### src/rtl/spwm_pkg.sv
// rtl/spwm_pkg.sv - shared state type, widths and defaults for the SPWM sequencer
package spwm_pkg;

  typedef enum logic [1:0] {
    ST_IDLE = 2'd0,
    ST_RUN  = 2'd1,
    ST_GAP  = 2'd2
  } state_t;

  localparam int DEF_CARRIER_TOP     = 5000;
  localparam int DEF_THETA_MAX       = 88;
  localparam int DEF_STEPS_PER_THETA = 1;
  localparam int DEF_GAP_CYCLES      = 500000;

  localparam int CNT_W   = 13;
  localparam int THETA_W = 10;
  localparam int STEP_W  = 16;
  localparam int GAP_W   = 20;

  // Table values above one full carrier period would only ever mean "always high".
  function automatic logic [CNT_W-1:0] clamp_duty(input logic [CNT_W-1:0] x,
                                                  input logic [CNT_W-1:0] lim);
    return (x > lim) ? lim : x;
  endfunction

endpackage

### src/rtl/spwm_carrier.sv
// rtl/spwm_carrier.sv - carrier counter, duty register and registered compare
module spwm_carrier import spwm_pkg::*; #(
  parameter int CARRIER_TOP = DEF_CARRIER_TOP
) (
  input  logic             clk,
  input  logic             rst_n,
  input  logic             run,
  input  logic             load,
  input  logic             run_next,
  input  logic [CNT_W-1:0] sine_in,
  output logic [CNT_W-1:0] cnt,
  output logic             pwm
);

  localparam logic [CNT_W-1:0] TOP_V    = CNT_W'(CARRIER_TOP);
  localparam logic [CNT_W-1:0] DUTY_MAX = CNT_W'(CARRIER_TOP + 1);

  logic [CNT_W-1:0] duty_q;
  logic [CNT_W-1:0] cnt_n;
  logic [CNT_W-1:0] duty_n;
  logic             pwm_n;

  // Next counter/duty; pwm is computed from next values so it lines up with cnt.
  always_comb begin
    cnt_n  = '0;
    duty_n = duty_q;
    if (run && (cnt != TOP_V)) begin
      cnt_n = cnt + 1'b1;
    end
    if (load || (run && (cnt == TOP_V))) begin
      duty_n = clamp_duty(sine_in, DUTY_MAX);
    end
    pwm_n = run_next && (cnt_n < duty_n);
  end

  // Carrier state registers.
  always_ff @(posedge clk or negedge rst_n) begin
    if (!rst_n) begin
      cnt    <= '0;
      duty_q <= '0;
      pwm    <= 1'b0;
    end else begin
      cnt    <= cnt_n;
      duty_q <= duty_n;
      pwm    <= pwm_n;
    end
  end

endmodule

### src/rtl/spwm_seq.sv
// rtl/spwm_seq.sv - SPWM half-cycle sequencer with dead-time gap
module spwm_seq import spwm_pkg::*; #(
  parameter int CARRIER_TOP     = DEF_CARRIER_TOP,
  parameter int THETA_MAX       = DEF_THETA_MAX,
  parameter int STEPS_PER_THETA = DEF_STEPS_PER_THETA,
  parameter int GAP_CYCLES      = DEF_GAP_CYCLES
) (
  input  logic               clk,
  input  logic               rst_n,
  input  logic               enable,
  output logic [THETA_W-1:0] theta,
  input  logic [CNT_W-1:0]   sine_in,
  output logic               pwm,
  output logic               phase,
  output logic               period_start,
  output logic               half_done,
  output logic               busy
);

  localparam logic [CNT_W-1:0]   TOP_V      = CNT_W'(CARRIER_TOP);
  localparam logic [CNT_W-1:0]   PRE_V      = CNT_W'(CARRIER_TOP - 1);
  localparam logic [THETA_W-1:0] THETA_LAST = THETA_W'(THETA_MAX);
  localparam logic [STEP_W-1:0]  STEP_LAST  = STEP_W'(STEPS_PER_THETA - 1);
  localparam logic [GAP_W-1:0]   GAP_LAST   = GAP_W'(GAP_CYCLES - 1);

  state_t             state, state_n;
  logic [CNT_W-1:0]   cnt;
  logic [STEP_W-1:0]  step_cnt, step_n;
  logic [GAP_W-1:0]   gap_cnt, gap_n;
  logic [THETA_W-1:0] theta_n;
  logic               end_half, end_half_n;
  logic               stop_q, stop_n;
  logic               phase_n, ps_n, hd_n;
  logic               at_top, at_pre;

  assign at_top = (state == ST_RUN) && (cnt == TOP_V);
  assign at_pre = (state == ST_RUN) && (cnt == PRE_V);

  spwm_carrier #(.CARRIER_TOP(CARRIER_TOP)) u_carrier (
    .clk      (clk),
    .rst_n    (rst_n),
    .run      (state == ST_RUN),
    .load     ((state != ST_RUN) && (state_n == ST_RUN)),
    .run_next (state_n == ST_RUN),
    .sine_in  (sine_in),
    .cnt      (cnt),
    .pwm      (pwm)
  );

  // Next-state, theta stepping and pulse generation; a stop request is latched so
  // a late re-enable cannot cancel it before the wrap.
  always_comb begin
    state_n    = state;
    theta_n    = theta;
    step_n     = step_cnt;
    gap_n      = gap_cnt;
    end_half_n = end_half;
    stop_n     = stop_q;
    phase_n    = phase;
    ps_n       = 1'b0;
    hd_n       = 1'b0;
    case (state)
      ST_IDLE: begin
        if (enable) begin
          state_n    = ST_RUN;
          theta_n    = '0;
          step_n     = '0;
          end_half_n = 1'b0;
          stop_n     = 1'b0;
        end
      end
      ST_RUN: begin
        if (!enable) begin
          stop_n = 1'b1;
        end
        if (at_pre) begin
          if (step_cnt == STEP_LAST) begin
            step_n = '0;
            if (theta == THETA_LAST) begin
              theta_n    = '0;
              end_half_n = 1'b1;
            end else begin
              theta_n = theta + 1'b1;
            end
          end else begin
            step_n = step_cnt + 1'b1;
          end
        end
        if (at_top) begin
          if (end_half) begin
            state_n    = ST_GAP;
            end_half_n = 1'b0;
            stop_n     = 1'b0;
            gap_n      = '0;
            hd_n       = 1'b1;
          end else if (stop_q || !enable) begin
            state_n = ST_IDLE;
            stop_n  = 1'b0;
          end else begin
            ps_n = 1'b1;
          end
        end
      end
      ST_GAP: begin
        if (!enable) begin
          state_n = ST_IDLE;
          gap_n   = '0;
        end else if (gap_cnt == GAP_LAST) begin
          state_n = ST_RUN;
          phase_n = ~phase;
          gap_n   = '0;
        end else begin
          gap_n = gap_cnt + 1'b1;
        end
      end
      default: state_n = ST_IDLE;
    endcase
  end

  // Sequencer state registers.
  always_ff @(posedge clk or negedge rst_n) begin
    if (!rst_n) begin
      state        <= ST_IDLE;
      theta        <= '0;
      step_cnt     <= '0;
      gap_cnt      <= '0;
      end_half     <= 1'b0;
      stop_q       <= 1'b0;
      phase        <= 1'b0;
      period_start <= 1'b0;
      half_done    <= 1'b0;
      busy         <= 1'b0;
    end else begin
      state        <= state_n;
      theta        <= theta_n;
      step_cnt     <= step_n;
      gap_cnt      <= gap_n;
      end_half     <= end_half_n;
      stop_q       <= stop_n;
      phase        <= phase_n;
      period_start <= ps_n;
      half_done    <= hd_n;
      busy         <= (state_n != ST_IDLE);
    end
  end

endmodule

### config.mk
export PLATFORM = sky130hd
export DESIGN_NAME = spwm_seq
export DESIGN_NICKNAME = d
export VERILOG_FILES = /design/src/rtl/spwm_pkg.sv /design/src/rtl/spwm_carrier.sv /design/src/rtl/spwm_seq.sv
export SDC_FILE = /design/constraint.sdc
export NUM_CORES = 1
export LEC_CHECK = 0
export ABC_AREA = 1
export CAP_MARGIN = 20
export CORE_ASPECT_RATIO = 0.7
export CORE_MARGIN = 4
export CORE_UTILIZATION = 35
export DETAILED_ROUTE_END_ITERATION = 8
export PLACE_DENSITY_LB_ADDON = 0.25
export SYNTH_ARGS = -nofsm -noshare
export SYNTH_HDL_FRONTEND = slang
export SYNTH_SLANG_ARGS = --single-unit
### constraint.sdc
create_clock -name clk -period 8.6 [get_ports clk]
set_clock_uncertainty 0.2 [all_clocks]
set_input_delay 1.72 -clock clk [delete_from_list [all_inputs] [get_ports clk]]
set_output_delay 1.72 -clock clk [all_outputs]
set_load 0.02 [all_outputs]
==> flow_summary.ini <==
[run_status]
status = completed

[global_routing]
grt_max_degree = 82
grt_util_all_layers_pct = 14.6
grt_pass1_vias = 3791
overflow = 0
antenna_found_initial = 0
grt_pass1_wl_um = 18500

[critical_path]
rrSetupSlack_ns = 5.35
cp_top_family = simple AND/OR/NAND/NOR gates
cp_max_fo = 24
cp_data_arrival_time_ns = 4.55
slowest_delay_ns = 0.47
startpoint = enable
r2r_end = u_carrier.pwm
crit_type = in -> reg
crit_slowest_cell = clkdlybuf4s50_1
crit_chain = clkdlybuf4s50_1, inv_1, or2_2, nor2_1, a21oi_1, nand3_2, nand2_2, nand2_4, nand3_1, o21ai_2, inv_2, ha_1, a21oi_1, o21ai_0, a221oi_1, o211ai_1, a21oi_1
worstSetupEndpoint = u_carrier.pwm
reg2reg_from = u_carrier.cnt[0]
rr_worst_depth = 17
end_kind = flop
cp.depth = 17
cp_common_cell = a21oi_1
worst_ep_required_time_ns = 8.66
startpoint_type = input port
cp.buffers_inverters = 3

[clock_network]
holdBufCountCts = 0
path_clk_slew_ns = 0.06
cts_inserted_buffers = 9
cts_max_level = 3
post-cts-setup-buffers = 0
cts.repair.resized = 0
cts_tree = done
cts-root-buf = clkbuf_16
cts_sinks = 81
clockBufferDepth = 2
clk-insertion-delay-late_ns = 0.33

[pwr]
switching_share_pct = 32.5
p_switching_mw = 0.392
p_clk_share_pct = 32.0
seqPwrFrac_pct = 41.2
intPower_mw = 0.816
combPwrFrac_pct = 26.9
report.power.total_mw = 1.21
power_density_nw_per_um2 = 219
ir_worst_vdd_uv = 116
cellLeakagePower_nw = 2.49

[cells_and_area]
layout_common_cells = inv_1, nand2_1, dfrtp_1
multi_input_area_um2 = 2240
final_common_cell = inv_1
area_growth_pct = 17.1
fillers = 1316
drive_gt1_share_pct = 10.3
final_util_pct = 41.8
nets = 671
insertedDiodeCount = 0
fin_cells = 825
fin_area_um2 = 5510
regArea_um2 = 2030

[synth]
synth_area_leaders = dfrtp_1, inv_1, nand2_1
synth_cell_types = 42
ys_warn_count = 0
netlist.area_leader.share_pct = 43.1
ys_ff_latch = 81
synth_cells = 601
yosysTopAreaCell = dfrtp_1
ys_seq_area_share_pct = 43.1
syn_nets = 636
syn_area_per_cell_um2 = 7.83
syn-cell-area_um2 = 4710

[floorplanning]
dieHeight_um = 105
pin_count = 31
row_count = 35
die_w_um = 147
start_util_pct = 35.7
core_um2 = 13200
dieArea_um2 = 15400

[routing]
drtIter0Drc = 293
drc = 0
postRouteAntennaNets = 0
vias = 4020
routed_wirelength_um = 10700
first_pass_iters = 5
vias_per_cell = 4.87
wire_per_inst_um = 13.0

[sta]
report.final.hold_viol_count = 0
period_minus_slack_ns = 4.49
tightest_slew_ns = 0.537
setup_viol = 0
slew_violations = 0
period_share_pct = 52.2
totalNegativeSetupSlack_ns = 0
rsz0062_at_grt = false
max_freq_ghz = 0.223
fin_ws_ns = 4.11
max_slew_margin_pct = 64.2
whs_ns = 0.283

[flow_run]
maxCapViolations = 0

[placed_design]
port_buffers = 30
hpwl_um = 8010
place_inst = 809
dpl-instance-area_um2 = 5190
place_ws_ns = 3.78
gp_congestion = 0.837

[min_path]
hold_path.class = reg -> reg
## synthesized netlist by cell type
master	number
o21ai_2	12
o21a_1	3
or2_2	2
o21ai_0	31
inv_4	1
and2_1	2
ha_1	19
or4_1	1
nand3_4	1
nand2_1	85
inv_2	16
xor2_1	7
buf_6	2
nor2_1	74
o31ai_1	1
nand3_1	38
nor3_2	3
a22o_1	1
o21ai_1	4
buf_2	4
and3_1	2
nor2_4	1
nand3_2	1
nor2_2	3
nor2_8	1
a21boi_0	1
nand2_2	6
nand2_4	2
buf_4	1
nor3b_2	1
inv_1	87
a221oi_1	1
a31oi_1	3
dfrtp_1	81
xnor2_1	1
o211ai_1	1
a211oi_1	2
nand4_1	19
nor4_1	11
a21oi_1	42
nor3b_1	3
nor3_1	24
## layout make-up
type | instances | area share (%)
multi-input cells | 409 | 40.6
flip-flops and latches | 81 | 36.8
inverters | 104 | 7.13
repair buffers | 31 | 5.90
clock buffers | 12 | 4.65
well taps | 185 | 4.20
clock inverters | 3 | 0.727
## layer usage
layer / part of all wire, % / global-route usage, % / vias to the layer above
met5: 0 / 0 / -
met4: 1.1 / 3.76 / 0
met3: 4.5 / 3.47 / 9
met2: 41 / 19.8 / 83
met1: 54 / 22.8 / 1879
li1: - / - / 2049
## worst min-delay path by stage
| stage | endpoint | from | slack (ns) | cells past startpoint |
|---|---|---|---|---|
| 2_1_floorplan | u_carrier.cnt[0] | u_carrier.cnt[0] | 0.25 | 1 |
| 3_3_place_gp | u_carrier.cnt[0] | u_carrier.cnt[0] | 0.27 | 1 |
| 3_5_place_dp | u_carrier.cnt[0] | u_carrier.cnt[0] | 0.27 | 1 |
| 4_1_cts | u_carrier.cnt[0] | u_carrier.cnt[0] | 0.28 | 1 |
| 5_1_grt | u_carrier.cnt[0] | u_carrier.cnt[0] | 0.32 | 1 |
| 6_report | u_carrier.cnt[0] | u_carrier.cnt[0] | 0.28 | 1 |
## cell families after synthesis
group                    after synthesis  share of synthesized area [%]
AND/OR/NAND/NOR                      280                           28.5
buffers and inverters                111                           9.41
AO/OA/AOI/OAI                        102                           12.5
flip-flops                            81                           43.1
adder cells (fa/ha/maj)               19                           5.05
XOR/XNOR                               8                           1.49
## sequential cells by signal (all words and copies together) (netlist names)
name	count
state	2
u_carrier.duty_q	13
gap_cnt	20
step_cnt	16
busy	1
phase	1
u_carrier.cnt	13
theta	10
end_half	1
period_start	1
half_done	1
u_carrier.pwm	1
stop_q	1
## power groups by stage
stage	combinational (mW)	clock [mW]	sequential, mW
2_1_floorplan	0.221	0	0.505
3_3_place_gp	0.319	0	0.501
3_5_place_dp	0.327	0	0.503
4_1_cts	0.328	0.396	0.497
5_1_grt	0.376	0.414	0.508
6_report	0.325	0.386	0.497
## worst register-to-register path: stages, from the launching register on
cell      delay, ns
dfrtp_1        0.39
inv_1          0.09
ha_1           0.15
nand3_1        0.10
nor2_1         0.13
nand2_1        0.10
nand2_2        0.22
nand3_2        0.18
nand2_2        0.12
nand2_4        0.18
o21ai_2        0.21
inv_2          0.04
ha_1           0.30
a21oi_1        0.15
o21ai_0        0.10
a221oi_1       0.26
o211ai_1       0.12
a21oi_1        0.12
(Power assumes the default switching activity.)
